**config.mk**
```make
export PLATFORM = sky130hd
export DESIGN_NAME = lcd_frame_stream_ctrl
export DESIGN_NICKNAME = d
export VERILOG_FILES = /design/src/rtl/lcd_frame_stream_ctrl.sv
export SDC_FILE = /design/constraint.sdc
export NUM_CORES = 1
export LEC_CHECK = 0
export CORE_UTILIZATION = 40
export CTS_CLUSTER_DIAMETER = 150
export CTS_CLUSTER_SIZE = 40
export DETAILED_ROUTE_END_ITERATION = 6
export HOLD_SLACK_MARGIN = 0.1
export MAX_ROUTING_LAYER = met4
export PLACE_DENSITY_LB_ADDON = 0.2
export SLEW_MARGIN = 15
export SYNTH_ARGS = -nofsm -noshare
export SYNTH_HDL_FRONTEND = slang
export SYNTH_SLANG_ARGS = --single-unit
```
**constraint.sdc**
```tcl
create_clock -name clk -period 2.92 [get_ports clk]
set_input_delay 0.584 -clock clk [delete_from_list [all_inputs] [get_ports clk]]
set_output_delay 0.584 -clock clk [all_outputs]
set_load 0.03 [all_outputs]
```
**src/rtl/lcd_frame_stream_ctrl.sv**
```systemverilog
// HX8352-class LCD top sequencer: hardware reset timing, init hand-off,
// then GRAM-write command plus one full frame of streamed pixels.
module lcd_frame_stream_ctrl #(
  parameter int          DATA_W       = 16,
  parameter int          CMD_W        = 8,
  parameter int          CNT_W        = 20,
  parameter int          RST_LOW_CYC  = 50000,
  parameter int          RST_WAIT_CYC = 60000,
  parameter int          H_RES        = 240,
  parameter int          V_RES        = 400,
  parameter logic [CMD_W-1:0] WRITE_CMD = 8'h22,
  parameter bit          CONTINUOUS   = 1'b1
) (
  input  logic              clk,
  input  logic              rst,
  input  logic              reinit,
  input  logic              frame_go,
  input  logic [DATA_W-1:0] pix_data,
  input  logic              pix_valid,
  output logic              pix_ready,
  output logic              init_start,
  input  logic              init_done,
  input  logic              init_bus_step,
  input  logic              init_cmd_data,
  input  logic [DATA_W-1:0] init_bus_data,
  output logic              bus_step,
  output logic              bus_cmd_data,
  output logic [DATA_W-1:0] bus_data,
  input  logic              bus_done,
  output logic              lcd_cs,
  output logic              lcd_rst,
  output logic              frame_start,
  output logic              frame_done,
  output logic [15:0]       frame_cnt,
  output logic              busy
);

  localparam int XW = (H_RES > 1) ? $clog2(H_RES) : 1;
  localparam int YW = (V_RES > 1) ? $clog2(V_RES) : 1;

  typedef enum logic [2:0] {
    S_RST_LOW,
    S_RST_WAIT,
    S_INIT,
    S_IDLE,
    S_FRM_CMD,
    S_FRM_CMD_W,
    S_PIX,
    S_PIX_W
  } state_t;

  state_t state_q, state_d;

  logic [CNT_W-1:0]  cnt_q;
  logic [XW-1:0]     x_q;
  logic [YW-1:0]     y_q;
  logic              step_q;
  logic              cd_q;
  logic [DATA_W-1:0] data_q;

  logic rst_hit;
  logic wait_hit;
  logic init_end;
  logic frame_begin;
  logic take_pix;
  logic pix_adv;
  logic frame_end;
  logic x_last;
  logic y_last;

  assign x_last = (x_q == XW'(H_RES - 1));
  assign y_last = (y_q == YW'(V_RES - 1));

  always_comb begin
    state_d     = state_q;
    rst_hit     = 1'b0;
    wait_hit    = 1'b0;
    init_end    = 1'b0;
    frame_begin = 1'b0;
    take_pix    = 1'b0;
    pix_adv     = 1'b0;
    frame_end   = 1'b0;
    unique case (state_q)
      S_RST_LOW: begin
        if (cnt_q == CNT_W'(RST_LOW_CYC - 1)) begin
          rst_hit = 1'b1;
          state_d = S_RST_WAIT;
        end
      end
      S_RST_WAIT: begin
        if (cnt_q == CNT_W'(RST_WAIT_CYC - 1)) begin
          wait_hit = 1'b1;
          state_d  = S_INIT;
        end
      end
      S_INIT: begin
        if (init_done) begin
          init_end = 1'b1;
          state_d  = S_IDLE;
        end
      end
      S_IDLE: begin
        if (CONTINUOUS || frame_go) begin
          frame_begin = 1'b1;
          state_d     = S_FRM_CMD;
        end
      end
      S_FRM_CMD: state_d = S_FRM_CMD_W;
      S_FRM_CMD_W: begin
        if (bus_done) state_d = S_PIX;
      end
      S_PIX: begin
        if (pix_valid) begin
          take_pix = 1'b1;
          state_d  = S_PIX_W;
        end
      end
      S_PIX_W: begin
        if (bus_done) begin
          pix_adv = 1'b1;
          if (x_last && y_last) begin
            frame_end = 1'b1;
            state_d   = S_IDLE;
          end else begin
            state_d = S_PIX;
          end
        end
      end
      default: state_d = S_RST_LOW;
    endcase
    // reinit wins: drop every pending action of the current state
    if (reinit) begin
      state_d     = S_RST_LOW;
      rst_hit     = 1'b0;
      wait_hit    = 1'b0;
      init_end    = 1'b0;
      frame_begin = 1'b0;
      take_pix    = 1'b0;
      pix_adv     = 1'b0;
      frame_end   = 1'b0;
    end
  end

  always_ff @(posedge clk or posedge rst) begin
    if (rst) begin
      state_q     <= S_RST_LOW;
      cnt_q       <= '0;
      x_q         <= '0;
      y_q         <= '0;
      step_q      <= 1'b0;
      cd_q        <= 1'b0;
      data_q      <= '0;
      pix_ready   <= 1'b0;
      init_start  <= 1'b0;
      frame_start <= 1'b0;
      frame_done  <= 1'b0;
      frame_cnt   <= '0;
      lcd_cs      <= 1'b1;
      lcd_rst     <= 1'b0;
      busy        <= 1'b1;
    end else begin
      state_q     <= state_d;
      busy        <= (state_d != S_IDLE);
      step_q      <= 1'b0;
      pix_ready   <= 1'b0;
      init_start  <= 1'b0;
      frame_start <= 1'b0;
      frame_done  <= 1'b0;

      if (reinit || rst_hit || wait_hit) begin
        cnt_q <= '0;
      end else if (state_q == S_RST_LOW || state_q == S_RST_WAIT) begin
        cnt_q <= cnt_q + 1'b1;
      end

      if (reinit) begin
        lcd_rst <= 1'b0;
        lcd_cs  <= 1'b1;
        x_q     <= '0;
        y_q     <= '0;
      end
      if (rst_hit) lcd_rst <= 1'b1;
      if (wait_hit) begin
        init_start <= 1'b1;
        lcd_cs     <= 1'b0;
      end
      if (init_end) lcd_cs <= 1'b1;
      if (frame_begin) begin
        lcd_cs      <= 1'b0;
        step_q      <= 1'b1;
        cd_q        <= 1'b0;
        data_q      <= DATA_W'(WRITE_CMD);
        frame_start <= 1'b1;
        x_q         <= '0;
        y_q         <= '0;
      end
      if (take_pix) begin
        pix_ready <= 1'b1;
        step_q    <= 1'b1;
        cd_q      <= 1'b1;
        data_q    <= pix_data;
      end
      if (pix_adv) begin
        if (x_last) begin
          x_q <= '0;
          y_q <= y_q + 1'b1;
        end else begin
          x_q <= x_q + 1'b1;
        end
      end
      if (frame_end) begin
        frame_done <= 1'b1;
        frame_cnt  <= frame_cnt + 16'd1;
        lcd_cs     <= 1'b1;
      end
    end
  end

  // init sequencer owns the bus combinationally while in INIT
  always_comb begin
    bus_step     = step_q;
    bus_cmd_data = cd_q;
    bus_data     = data_q;
    if (state_q == S_INIT) begin
      bus_step     = init_bus_step;
      bus_cmd_data = init_cmd_data;
      bus_data     = init_bus_data;
    end
  end

endmodule

```
==> metrics.cfg <==
[pwr]
p_leak_nw = 2.312
p_per_area_mw_per_mm2 = 405.7
ir_drop_mv = 0.2399

[final_layout]
final_core_util_pct = 53.99
diodes = 0
num-fill-cells = 877
final_nets = 528
syn2layout_area_growth_pct = 30.75
layout_commonest_cell = clkdlybuf4s50_1
final_cell_mix = 80 x clkdlybuf4s50_1, 79 x dfrtp_1, 51 x nor2_1
final_layout_size_suffix_gt1_share_pct = 12.30

[sta]
fin_skew_ps = 11.64
worst_slack_ps = 161.2
rsz0062_at_grt = no
min_period_ps = 2759
max_freq_ghz = 0.3625
final-setup-viol-count = 0
period_share_pct = 94.48
timing.slew.headroom_pct = 56.94
slew_violations = 0
tns_ps = 0
tightest_slew_ps = 637.2
final_hold_viol_count = 0

[logic_synthesis]
synthXorXnorAreaFrac_pct = 8.431
synth_simple_gate_area_share_pct = 22.44
syn_area_mm2 = 0.004036
synthCells = 391
avgSynthCellArea_um2 = 10.32
synth-compound-area-share_pct = 9.857
synth_top_family_by_area = simple AND/OR/NAND/NOR gates
synth_edf_count = 0
synth_nets = 436
synthFlopType = dfrtp_1
ys_warn_count = 0
async_reset_ff_share_pct = 100.0
synthAdderAreaFrac_pct = 1.240
yosysSeqAreaShare_pct = 50.28
ys_types = 50
synth-seq-cells = 81
synthMuxAreaShare_pct = 5.022

[placed_design]
place_ws_ps = 454.3
io_buffers = 80
dp_hpwl_um = 6587
routabilityCongestion = 0.8578

[routing]
routedWlPerCell_um = 14.62
postRouteAntennaNets = 0
initialDrtViolationCount = 126
via_count = 3282
routed_wirelength_um = 9080
dr.pass1.iters = 5
vias_per_cell = 5.285
drc = 0

[floorplan]
fp.coreArea_mm2 = 0.009774
die_h_um = 102.5
fp.dieW_um = 102.5
start_util_pct = 41.30
die_area_mm2 = 0.01050
row_count = 36
boundaryPins = 82

[worst_setup_path]
cp.required_ps = 2340
path_buf_inv = 2
critPathTopFamily = buffers and inverters
path_class = reg -> out
crit_path_start_kind = flip-flop
endpoint_kind = primary output
crit_path_max_incr_delay_ps = 600
cp_max_fo = 20
cp_cell_sequence = nor3b_2, buf_4, mux2_2, clkdlybuf4s50_1
slowest_stage = clkdlybuf4s50_1
arrival_ps = 2170

[cts]
post_cts_buffers = 0
clkTransAtPathRegs_ps = 80
cts_tree = built
numClockSinks = 81
hold_buffers = 0
cts_root_buf = clkbuf_8
cts_max_path_buffers = 2
post_cts_resized = 0
ctsHtreeMaxLevel = 3
cts_buffers = 9
clkLatencyLatePin_ps = 350

[global_route]
overflow = 0
grt_pass1_vias = 3119
grt_max_degree = 56
grt_pass1_wl_um = 14890
antenna_found_initial = 0
track_usage_pct = 18.80

[outcome]
status = complete, no violations

[worst_hold_path]
min_path_type = reg -> reg

[flow_run]
cap_viol_max_count = 0

## final timing paths
| kind | start | to | slack (ps) | cells after the start |
|---|---|---|---|---|
| worst max-delay path | state_q[2]$_DFF_PP0_ | bus_data[11] | 160 | 4 |
| worst min register to register | frame_cnt[15]$_DFFE_PP0P_ | frame_cnt[15]$_DFFE_PP0P_ | 470 | 1 |
| worst max register to register | x_q[0]$_DFFE_PP0P_ | frame_cnt[1]$_DFFE_PP0P_ | 670 | 5 |
| worst min-delay path | frame_cnt[15]$_DFFE_PP0P_ | frame_cnt[15]$_DFFE_PP0P_ | 470 | 1 |
| min in group asynchronous | rst | data_q[11]$_DFFE_PP0P_ | 550 | 2 |
| max in group asynchronous | rst | busy$_DFF_PP1_ | 1650 | 3 |
## state kept, by name, summed over array words and instances, names as in the netlist, 3 cells and up
register and cells:
frame_cnt 16, data_q 16, x_q 8, y_q 9, cnt_q 20, state_q 3
## through the flow
stage	total power (W)	hold slack, ps	instance area, µm²	cells
2_1_floorplan	0.001186	442.8	4036	391
3_3_place_gp	0.001255	460.7	5059	605
3_5_place_dp	0.001257	460.8	5059	605
4_1_cts	0.002168	475.2	5278	621
5_1_grt	0.002231	497.4	5278	621
6_report	0.002141	472.8	5278	621
## where the power goes
group / internal (W) / switching (W)
registers: 0.00112 / 0.00000426
clock network: 0.000485 / 0.000425
logic: 0.0000575 / 0.0000450
total: 0.00167 / 0.000474
## synth_stat cells, drive strengths merged, types with 2 or more instances
master,instances,area [µm²]
nor4bb,4,40.04
inv,15,56.30
and3,8,51.30
and4,5,46.29
nor4b,2,17.52
or4,5,37.54
xnor2,20,175.2
o211ai,2,15.01
nor4,8,77.57
ha,4,50.05
clkbuf,6,22.52
dfrtp,79,1977
nor3,7,35.03
nand3,13,65.06
o22a,2,17.52
a22o,15,131.4
a21oi,6,30.03
o21ai,22,110.1
nand2,32,120.1
a2111o,2,22.52
buf,5,31.28
xor2,18,165.2
mux2,18,202.7
nor2,51,191.4
nand3b,3,22.52
and2,3,18.77
a31oi,3,18.77
nand4,16,112.6
nor2b,2,12.51
dfstp,2,52.55
## logic make-up after synthesis
family | Yosys count
AND/OR/NAND/NOR | 166
multiplexers | 18
AO/OA/AOI/OAI | 58
buffers and inverters | 26
flip-flops | 81
adder cells (fa/ha/maj) | 4
XOR/XNOR | 38
## worst reg2reg max path, delay by kind of cell (launching register included)
family        cells  cell delay [ps]
flops             1              390
simple gates      3             1140
fa+ha+maj         1              240
mux               1              370
## area by class of cell
class / instances / area [µm²] / area share, %
Inverter: 15 / 57.56 / 1.091
Tap cell: 133 / 166.4 / 3.153
Clock buffer: 10 / 127.6 / 2.418
Multi-Input combinational cell: 284 / 1902 / 36.04
Timing Repair Buffer: 92 / 903.4 / 17.12
Sequential cell: 81 / 2029 / 38.45
Clock inverter: 6 / 91.34 / 1.731
## layer usage
metal | GRT usage [%] | vias to the layer above | wire (µm)
met5 | - | - | 0
met4 | 5.495 | 0 | 89
met3 | 3.899 | 8 | 459
met2 | 29.38 | 87 | 4293
met1 | 24.61 | 1605 | 4237
li1 | - | 1582 | -
(Power assumes the default switching activity.)
